===== config.mk =====
export PLATFORM = sky130hd
export DESIGN_NAME = id_ex_hazard_stall_unit
export DESIGN_NICKNAME = d
export VERILOG_FILES = /design/src/rtl/hazard_pkg.sv /design/src/rtl/mul_stall_counter.sv /design/src/rtl/id_ex_hazard_stall_unit.sv
export SDC_FILE = /design/constraint.sdc
export NUM_CORES = 1
export LEC_CHECK = 0
export CORE_UTILIZATION = 25
export DETAILED_ROUTE_END_ITERATION = 6
export GPL_TIMING_DRIVEN = 0
export PLACE_DENSITY_LB_ADDON = 0.25
export SYNTH_ARGS = -nofsm -noshare
export SYNTH_HDL_FRONTEND = slang
export SYNTH_SLANG_ARGS = --single-unit

===== constraint.sdc =====
create_clock -name clock -period 2.45 [get_ports clock]
set_input_delay 0.245 -clock clock [delete_from_list [all_inputs] [get_ports clock]]
set_output_delay 0.245 -clock clock [all_outputs]
set_load 0.02 [all_outputs]

===== src/rtl/hazard_pkg.sv =====
// Shared types and constants for the ID/EX hazard/stall controller.
// Control vector bit order: pc_write_en, if_id_write_en, id_ex_bubble, id_ex_hold, ex_mem_bubble.
package hazard_pkg;

    typedef enum logic {
        RUN      = 1'b0,
        MUL_BUSY = 1'b1
    } hz_state_e;

    localparam logic [4:0] REG_ZERO = 5'd0;

    typedef struct packed {
        logic pc_write_en;
        logic if_id_write_en;
        logic id_ex_bubble;
        logic id_ex_hold;
        logic ex_mem_bubble;
    } stall_ctrl_t;

    // Reset forces a bubble into ID/EX and freezes fetch.
    localparam stall_ctrl_t STALL_CTRL_RESET    = stall_ctrl_t'(5'b00100);
    localparam stall_ctrl_t STALL_CTRL_NORMAL   = stall_ctrl_t'(5'b11000);
    localparam stall_ctrl_t STALL_CTRL_MUL_HOLD = stall_ctrl_t'(5'b00011);
    localparam stall_ctrl_t STALL_CTRL_LOAD_USE = stall_ctrl_t'(5'b00100);

endpackage


===== src/rtl/mul_stall_counter.sv =====
// Tracks a multi-cycle multiply occupying EX and raises mul_hold on all
// but its last EX cycle.
//
// state    | meaning
// RUN      | no multiply being tracked; a multiply in EX triggers a hold
// MUL_BUSY | multiply in EX; hold while mcnt != 0, last EX cycle when mcnt == 0
module mul_stall_counter
    import hazard_pkg::*;
#(
    parameter int MUL_CYCLES = 4
) (
    input  logic clock,
    input  logic reset_n,
    input  logic ex_is_mult,
    output logic mul_hold
);

    localparam int MCNT_W = ($clog2(MUL_CYCLES) > 1) ? $clog2(MUL_CYCLES) : 1;
    localparam bit MUL_EN = (MUL_CYCLES >= 2);
    localparam logic [MCNT_W-1:0] MCNT_LOAD = MCNT_W'((MUL_CYCLES >= 2) ? MUL_CYCLES - 2 : 0);

    hz_state_e         state_q, state_d;
    logic [MCNT_W-1:0] mcnt_q, mcnt_d;
    logic              mul_trig;

    always_ff @(posedge clock or negedge reset_n) begin
        if (!reset_n) begin
            state_q <= RUN;
            mcnt_q  <= '0;
        end else begin
            state_q <= state_d;
            mcnt_q  <= mcnt_d;
        end
    end

    always_comb begin
        state_d  = state_q;
        mcnt_d   = mcnt_q;
        mul_trig = (state_q == RUN) && ex_is_mult && MUL_EN;
        mul_hold = mul_trig || ((state_q == MUL_BUSY) && (mcnt_q != '0));
        case (state_q)
            RUN: begin
                if (mul_trig) begin
                    state_d = MUL_BUSY;
                    mcnt_d  = MCNT_LOAD;
                end
            end
            MUL_BUSY: begin
                // ex_is_mult is ignored here: it is still the same multiply.
                if (mcnt_q != '0) begin
                    mcnt_d = mcnt_q - 1'b1;
                end else begin
                    state_d = RUN;
                end
            end
            default: begin
                state_d = RUN;
                mcnt_d  = '0;
            end
        endcase
    end

endmodule


===== src/rtl/id_ex_hazard_stall_unit.sv =====
// ID/EX hazard controller: load-use bubble, multiply hold, and a saturating
// count of cycles in which the PC was frozen.
module id_ex_hazard_stall_unit
    import hazard_pkg::*;
#(
    parameter int MUL_CYCLES = 4,
    parameter int CNT_W      = 16
) (
    input  logic             clock,
    input  logic             reset_n,
    input  logic [4:0]       id_rs,
    input  logic [4:0]       id_rt,
    input  logic             id_uses_rs,
    input  logic             id_uses_rt,
    input  logic             ex_mem_read,
    input  logic [4:0]       ex_rt,
    input  logic             ex_is_mult,
    output logic             pc_write_en,
    output logic             if_id_write_en,
    output logic             id_ex_bubble,
    output logic             id_ex_hold,
    output logic             ex_mem_bubble,
    output logic [CNT_W-1:0] stall_count
);

    logic             mul_hold;
    logic             load_use;
    stall_ctrl_t      ctrl;
    logic [CNT_W-1:0] stall_count_q;

    mul_stall_counter #(
        .MUL_CYCLES (MUL_CYCLES)
    ) u_mul_stall_counter (
        .clock      (clock),
        .reset_n    (reset_n),
        .ex_is_mult (ex_is_mult),
        .mul_hold   (mul_hold)
    );

    assign load_use = ex_mem_read && (ex_rt != REG_ZERO) &&
                      ((id_uses_rs && (id_rs == ex_rt)) ||
                       (id_uses_rt && (id_rt == ex_rt)));

    // Reset override is combinational so the pipeline is gated the moment reset drops.
    always_comb begin
        ctrl = STALL_CTRL_NORMAL;
        if (!reset_n) begin
            ctrl = STALL_CTRL_RESET;
        end else if (mul_hold) begin
            ctrl = STALL_CTRL_MUL_HOLD;
        end else if (load_use) begin
            ctrl = STALL_CTRL_LOAD_USE;
        end
    end

    always_ff @(posedge clock or negedge reset_n) begin
        if (!reset_n) begin
            stall_count_q <= '0;
        end else if (!ctrl.pc_write_en && (stall_count_q != '1)) begin
            stall_count_q <= stall_count_q + CNT_W'(1);
        end
    end

    assign pc_write_en    = ctrl.pc_write_en;
    assign if_id_write_en = ctrl.if_id_write_en;
    assign id_ex_bubble   = ctrl.id_ex_bubble;
    assign id_ex_hold     = ctrl.id_ex_hold;
    assign ex_mem_bubble  = ctrl.ex_mem_bubble;
    assign stall_count    = stall_count_q;

endmodule


* After elaboration in Yosys (flattened, before gate mapping) *
Index checks and enable logic that the tools add are counted.

cells by class
  eq/ne operators = 5
  muxes and demuxes = 9
  reductions and logical operators = 13
  bitwise gates (word level) = 1
  $add $sub $neg = 2

operators by type and width
  kind                   count
  $add 16x1->16 const B  1
  $ne 16x16->1 const B   1
  $mux 5                 3
  $eq 5x5->1             2
  $logic_and 1x1->1      7
  $reduce_bool 5->1      1
  $mux 2                 2
  $pmux 2 s2             1
  $logic_or 1x1->1       2
  $mux 1                 2
  $ne 2x1->1 const B     1
  $ne 2x2->1 const B     1
  $pmux 1 s2             1
  $reduce_and 2->1       1
  $reduce_bool 2->1      1
  $sub 2x1->2 const B    1
  $logic_not 1->1        1
  $not 1->1              1

word-level totals
  output and inout bits = 21
  bits in registers = 19
  bits of input ports = 21
  word-level logic and storage cells = 33

* Depth between registers and ports, before layout *
Gate-level depths: netlist of run 1.

  depth after elaboration = 9
  gate-level depth with buffers = 9
  mapped depth without buffers = 8

* Modules after synthesis *
From an unflattened synthesis of run 1, not the netlist that was laid out.

unflattened totals
  cells, all modules = 105
  area, all modules = 1,104.8 µm²

by module, submodules not included
  module                   area an instance (µm²)  cells each  instances  seq. area each (µm²)
  id_ex_hazard_stall_unit  964.7                   93          1          400.4
  mul_stall_counter        140.1                   12          1          75.1

* Worst setup path after synthesis of run 1 *
OpenSTA, ideal clock, no wires.

  path type = reg-to-reg
  start = register stall_count_q[0], in the netlist stall_count[0]
  end = register stall_count_q[1], in the netlist stall_count[1]
  library setup time = 0.128 ns
  slack = 0.405 ns
  data arrival time = 1.917 ns
  buffers on the path = 1
  clock period less this slack = 2.045 ns
  required time = 2.322 ns
  cell stages (with the launch flop) = 8
  cell sequence = dfrtp_1 > ha_1 > nand3_1 > nand4bb_4 > o21a_1 > a31oi_2 > buf_6 > mux2_1

on the way
  word-level cells in the longest chain between the ends = 2
  elaborated cells between the ends (all ways) = 3
  classes of those cells = add/sub (1); eq/ne (1); reduce/logical (1)

ends and longest elaborated chain
  element                                                line                           text
  start, declared                                        id_ex_hazard_stall_unit.sv:29  logic [CNT_W-1:0] stall_count_q;
  start signal, assigned                                 id_ex_hazard_stall_unit.sv:60  stall_count_q <= stall_count_q + CNT_W'(1);
  branches (longest 2 deep; another with $add 16x1->16)  -

Several ways; the timed one is not identified.
A chain may end at the register's enable or synchronous reset.

* Worst setup path in the final report of run 1 *
  start = input port ex_rt[1]
  end = output port pc_write_en

on the way
  word-level cells in the longest chain between the ends = 7
  elaborated cells between the ends (all ways) = 11
  classes of those cells = eq/ne (2); mux (3); reduce/logical (6)

ends and longest elaborated chain
  element                                      line                                                          text
  start, declared                              id_ex_hazard_stall_unit.sv:16                                 input logic [4:0] ex_rt,
  $eq 5x5->1, on equally long branches         id_ex_hazard_stall_unit.sv:41, id_ex_hazard_stall_unit.sv:42
  $logic_and 1x1->1, on equally long branches  id_ex_hazard_stall_unit.sv:41, id_ex_hazard_stall_unit.sv:42
  $logic_or 1x1->1                             id_ex_hazard_stall_unit.sv:41                                 ((id_uses_rs && (id_rs == ex_rt)) ||
  $logic_and 1x1->1 (*)                        id_ex_hazard_stall_unit.sv:40                                 assign load_use = ex_mem_read && (ex_rt != REG_ZERO) &&
  $mux 5 (*)                                   id_ex_hazard_stall_unit.sv:51                                 end else if (load_use) begin
  $mux 5 (*)                                   id_ex_hazard_stall_unit.sv:49                                 end else if (mul_hold) begin
  $mux 5 (*)                                   id_ex_hazard_stall_unit.sv:47                                 if (!reset_n) begin
  end, declared                                id_ex_hazard_stall_unit.sv:18                                 output logic pc_write_en,

Mark *: on every way between the ends. The rest lies on a longest branch, timed or not.

==> results of run 1 <==
layout make-up:
cell class                 instances  area share [%]
sequential                        19           28.13
buffer                             3           1.554
inverter                           8           1.776
timing repair buffer              43           24.94
tap                               52           3.849
clock buffer                       4           2.665
multi-input combinational         86           37.08
sequential cells by signal, summed over array words and instances (netlist names):
signal and cells:
stall_count 16, u_mul_stall_counter.state_q 1, u_mul_stall_counter.mcnt_q 2
stage by stage:
step	setup slack (ps)	cell area, um2	TNS (ps)	hold WS [ps]	utilization, %
2_1_floorplan	405.4	1132	0	-50.59	-
3_3_place_gp	-513.2	1608	-1336	471.6	36.93
3_5_place_dp	-551.0	1608	-1801	490.5	36.93
4_1_cts	15.20	1670	0	278.4	38.36
5_1_grt	-1.546	1690	-1.546	515.4	38.82
6_report	111.2	1690	0	496.6	38.82
where the power goes:
group / internal (mW) / leakage [nW] / switching (mW)
combinational: 0.349 / 0.488 / 0.353
sequential: 0.405 / 0.238 / 0.104
clock: 0.115 / 0.0228 / 0.0992
total: 0.870 / 0.749 / 0.556
layer usage:
metal	up-vias	track usage (%)	share of wire [%]
met5	-	0	0
li1	498	-	-
met1	462	17.31	48
met3	2	2.762	6.7
met2	39	20.82	45
met4	0	4.762	0.52
logic make-up (layout without fill, tap and decap cells):
family | after synthesis | count (layout) | synth area share [%]
AO/OA/AOI/OAI | 19 | 19 | 11.82
XOR/XNOR | 21 | 21 | 16.24
adder cells (fa/ha/maj) | 2 | 2 | 2.210
buffers and inverters | 11 | 58 | 4.972
flip-flops | 19 | 19 | 41.99
multiplexers | 2 | 2 | 1.878
AND/OR/NAND/NOR | 42 | 42 | 20.88
cells in the mapped netlist, types with 2 or more instances:
master	number	area (um2)
inv_1	8	30.03
nand2_1	9	33.78
a31oi_1	2	12.51
nor3_1	5	25.02
nor2_1	9	33.78
and4_1	2	17.52
ha_1	2	25.02
xnor2_1	13	113.9
xor2_1	8	70.07
nand4_1	3	18.77
a21oi_1	3	15.01
o22a_1	2	17.52
o31ai_1	2	15.01
dfrtp_1	19	475.5
and3_1	2	12.51
o21a_1	2	15.01
a41oi_1	2	17.52
buf_4	2	15.01
o21ai_1	3	15.01
nand3_1	7	35.03
timing repair:
| action | in CTS | in global routing |
|---|---|---|
| hold buffers | 0 | 1 |
| pin swaps | 1 | 0 |
| buffers inserted | 1 | 0 |
| resized for setup | 7 | 5 |
| setup endpoints to repair | 5 | 3 |
| hold endpoints to repair | 0 | 19 |
worst min-delay path by stage:
stage                     cells after the start  slack (ps)                                       from                                         to
final                                         1         500                stall_count[15]$_DFFE_PN0P_                stall_count[15]$_DFFE_PN0P_
after global routing                          1         520                 stall_count[6]$_DFFE_PN0P_                 stall_count[6]$_DFFE_PN0P_
after CTS                                     1         280                                    reset_n                 stall_count[1]$_DFFE_PN0P_
after detailed placement                      1         490  u_mul_stall_counter.mcnt_q[1]$_DFFE_PN0P_  u_mul_stall_counter.mcnt_q[1]$_DFFE_PN0P_
after global placement                        1         470  u_mul_stall_counter.mcnt_q[1]$_DFFE_PN0P_  u_mul_stall_counter.mcnt_q[1]$_DFFE_PN0P_
after floorplan                               0         -50                                    reset_n                 stall_count[0]$_DFFE_PN0P_
worst max-delay path: stages:
cell,delay (ps)
clkdlybuf4s50_1,470
or4_1,600
o21ai_2,210
o21ai_4,70
inv_1,80
buf_4,100
dlygate4sd2_1,310
==> results.ini, run 1 <==
[yosys]
yosys_warnings = 0
syn-num-nets = 139
ys_ff_latch = 19
synth_edf_count = 0
synthCells = 116
synthesis.area_um2 = 1132
synth_async_sr_flop_share_pct = 100.0
synth_flop_cell = dfrtp_1
ys_seq_area_share_pct = 41.99
avgSynthCellArea_um2 = 9.762
yosysUniqueCellTypes = 31

[final_layout]
layout_commonest_cell = clkdlybuf4s50_1
seqCellArea_um2 = 475.5
nNetsFinal = 187
stdcell_count = 215
fillers = 437
area_growth_pct = 49.28
antenna_cells = 0
drive_gt1_share_pct = 9.202
multi_input_area_um2 = 626.9
layout_common_cells = clkdlybuf4s50_1, dfrtp_1, xnor2_1

[detailed_routing]
drc = 0
wl_per_cell_um = 13.53
routed_wl_um = 2909
via_per_inst = 4.656
firstDrtPassIters = 4
drt_iter0_markers = 16
vias = 1001
ant_nets = 0

[cts]
clk_pin_slew_ps = 70
cts_tree = built
cts_root_buf = clkbuf_8
clockBufferDepth = 2
h-tree-depth = 1
clock-sinks = 19
insertion_delay_ps = 250
cts_buffers = 3

[sta]
clock_skew_ps = 2.955
fmax_ghz = 0.4276
tightest_slew_ps = 865.3
drv_slew = 0
max_slew_margin_pct = 42.12
period_needed_ps = 2339
min_period_over_period_pct = 95.46
setup_violations = 0
hold_viol = 0

[setup_path]
cp.arrival_ps = 2090
crit_path_max_fanout = 3
cp.required_ps = 2200
rr_endpoint = stall_count[1]$_DFFE_PN0P_
critPathCapture = pc_write_en
cp-start-kind = primary input
r2r_cells = 7
critPathKind = primary input to output port
rr_startpoint = stall_count[0]$_DFFE_PN0P_
rrSetupSlack_ps = 330
crit_start = ex_rt[1]
end_kind = output port

[pwr]
vdd_drop_max_v = 0.0004956
power.leakage_nw = 0.7488
power.density_nw_per_um2 = 843.6
power_mw = 1.426

[floorplanning]
die_w_um = 69.30
die_h_um = 69.30
fp-row-count = 24
coreArea_um2 = 4354
die_area_um2 = 4802
io_pins = 42
start_util_pct = 26.01

[global_route]
grt_usage_pct = 13.03
grt_max_degree = 23
overflow = 0
antenna_found_initial = 0
grt_pass1_wl_um = 5043
grt_pass1_vias = 1054

[placed_design]
dp_cells = 209
io_buffers = 41
hpwl_um = 2103
gp_congestion = 0.8883

[worst_hold_path]
hold_path_class = flip-flop to flip-flop

[job]
drv_cap = 0

[status]
status = finished clean

Note: power is estimated with default switching activity, not from simulation.
==> run 2, diff against run 1 <==
--- a/config.mk
+++ b/config.mk
@@ -5,6 +5,7 @@
 export SDC_FILE = /design/constraint.sdc
 export NUM_CORES = 1
 export LEC_CHECK = 0
+export CORE_ASPECT_RATIO = 0.5
 export CORE_UTILIZATION = 25
 export DETAILED_ROUTE_END_ITERATION = 6
 export GPL_TIMING_DRIVEN = 0
==> run 2 against run 1 <==
First-iteration DRC count increased by 140%. Non-clock buffer count unchanged. Utilization increased by 2.0 points. Highest routed layer unchanged. Via count increased by 0.70%. Largest power group unchanged. Sequential share of layout area increased by 0.083 points. Clock skew about the same. Hold slack got worse by 2.7 ps. Critical path type unchanged. Clock power increased by 2%. Clock-buffer cell count unchanged. Setup slack improved by 25 ps.
==> results.ini, run 2 (synthesis gave the netlist of run 1 again) <==
[cts]
clockBufferDepth = 2
cts_tree = built
h-tree-depth = 1
clock-sinks = 19
cts_buffers = 3
clk_pin_slew_ps = 70
insertion_delay_ps = 260
cts_root_buf = clkbuf_8

[floorplanning]
start_util_pct = 27.46
coreArea_um2 = 4124
die_w_um = 97.18
die_area_um2 = 4819
fp-row-count = 16
io_pins = 42
die_h_um = 49.59

[placed_design]
dp_cells = 211
hpwl_um = 1943
io_buffers = 41
pre_cts_ws_ps = -511.2
gp_congestion = 0.7368
place_area_um2 = 1610

[final_layout]
final_util_pct = 40.87
largest_register_ffs = 16
area_growth_pct = 48.84
seqCellArea_um2 = 475.5
antenna_cells = 0
fillers = 423
layout_common_cells = clkdlybuf4s50_1, dfrtp_1, xnor2_1
drive_gt1_share_pct = 8.589
stdcell_count = 217
multi_input_area_um2 = 619.3
layout_commonest_cell = clkdlybuf4s50_1
final_area_um2 = 1685
nNetsFinal = 187

[global_route]
antenna_found_initial = 0
grt_usage_pct = 11.46
grt_pass1_vias = 962
overflow = 0
grt_pass1_wl_um = 4388
grt_max_degree = 23

[detailed_routing]
firstDrtPassIters = 4
ant_nets = 0
drc = 0
vias = 1008
wl_per_cell_um = 12.02
drt_iter0_markers = 39
via_per_inst = 4.645
routed_wl_um = 2609

[sta]
min_period_over_period_pct = 94.42
fin_setup_tns_ps = 0
tightest_slew_ps = 833.7
period_needed_ps = 2313
clock_skew_ps = 2.687
setup_violations = 0
fmax_ghz = 0.4323
drv_slew = 0
hold_slack_ps = 493.9
rsz0062_at_grt = no
max_slew_margin_pct = 44.24
hold_viol = 0
worst_slack_ps = 136.6

[pwr]
vdd_drop_max_v = 0.0003715
power_mw = 1.423
power.leakage_nw = 0.7473
power.density_nw_per_um2 = 844.5

[setup_path]
path_delay_family = buffers and inverters
critPathKind = primary input to output port
cp.required_ps = 2200
worst-path-buf-inv = 4
path_cells = clkdlybuf4s50_1 > or4_1 > o21ai_2 > o21ai_4 > inv_1 > buf_4 > dlygate4sd2_1
cpPeakStageDelay_ps = 600
cpMaxStageDelayCell = or4_1
cp.arrival_ps = 2070
end_kind = output port
cp-start-kind = primary input
crit_path_max_fanout = 3

[job]
drv_cap = 0

[status]
status = finished clean

[worst_hold_path]
hold_path_class = flip-flop to flip-flop

## run 2: cell type report
| type | count | area share [%] |
|---|---|---|
| repair buffers | 43 | 25.02 |
| flip-flops and latches | 19 | 28.21 |
| clock buffers | 4 | 2.673 |
| multi-input cells | 86 | 36.75 |
| well taps | 54 | 4.009 |
| inverters | 8 | 1.782 |
| plain buffers | 3 | 1.559 |
## run 2: power breakdown
group | switching, mW | internal, mW | leakage, nW
sequential | 0.100 | 0.405 | 0.238
clock | 0.105 | 0.116 | 0.0228
combinational | 0.350 | 0.348 | 0.486
total | 0.555 | 0.868 | 0.747
## run 2: final timing paths
path                       depth (start not counted)  slack (ps)                                       from                                         to
min in group asynchronous                          2         700                                    reset_n                 stall_count[1]$_DFFE_PN0P_
max reg2reg                                        7         320                 stall_count[0]$_DFFE_PN0P_                 stall_count[1]$_DFFE_PN0P_
min reg2reg                                        1         490  u_mul_stall_counter.mcnt_q[1]$_DFFE_PN0P_  u_mul_stall_counter.mcnt_q[1]$_DFFE_PN0P_
max                                                7         140                                   ex_rt[1]                                pc_write_en
max in group asynchronous                          2        1230                                    reset_n                 stall_count[6]$_DFFE_PN0P_
min                                                1         490  u_mul_stall_counter.mcnt_q[1]$_DFFE_PN0P_  u_mul_stall_counter.mcnt_q[1]$_DFFE_PN0P_
## run 2: timing repair
action	in CTS	in global routing
endpoints found under the setup margin	4	3
hold endpoints to repair	0	19
hold buffers	0	1
pin swaps	0	1
buffers inserted	0	1
resized for setup	6	5
## run 2: routing by layer
metal / GRT usage [%] / wire length, um / up-vias
met5: 0 / 0 / -
met4: 3.731 / 22 / 0
met3: 3.262 / 122 / 4
met2: 19.37 / 1184 / 26
met1: 14.26 / 1279 / 478
li1: - / - / 500
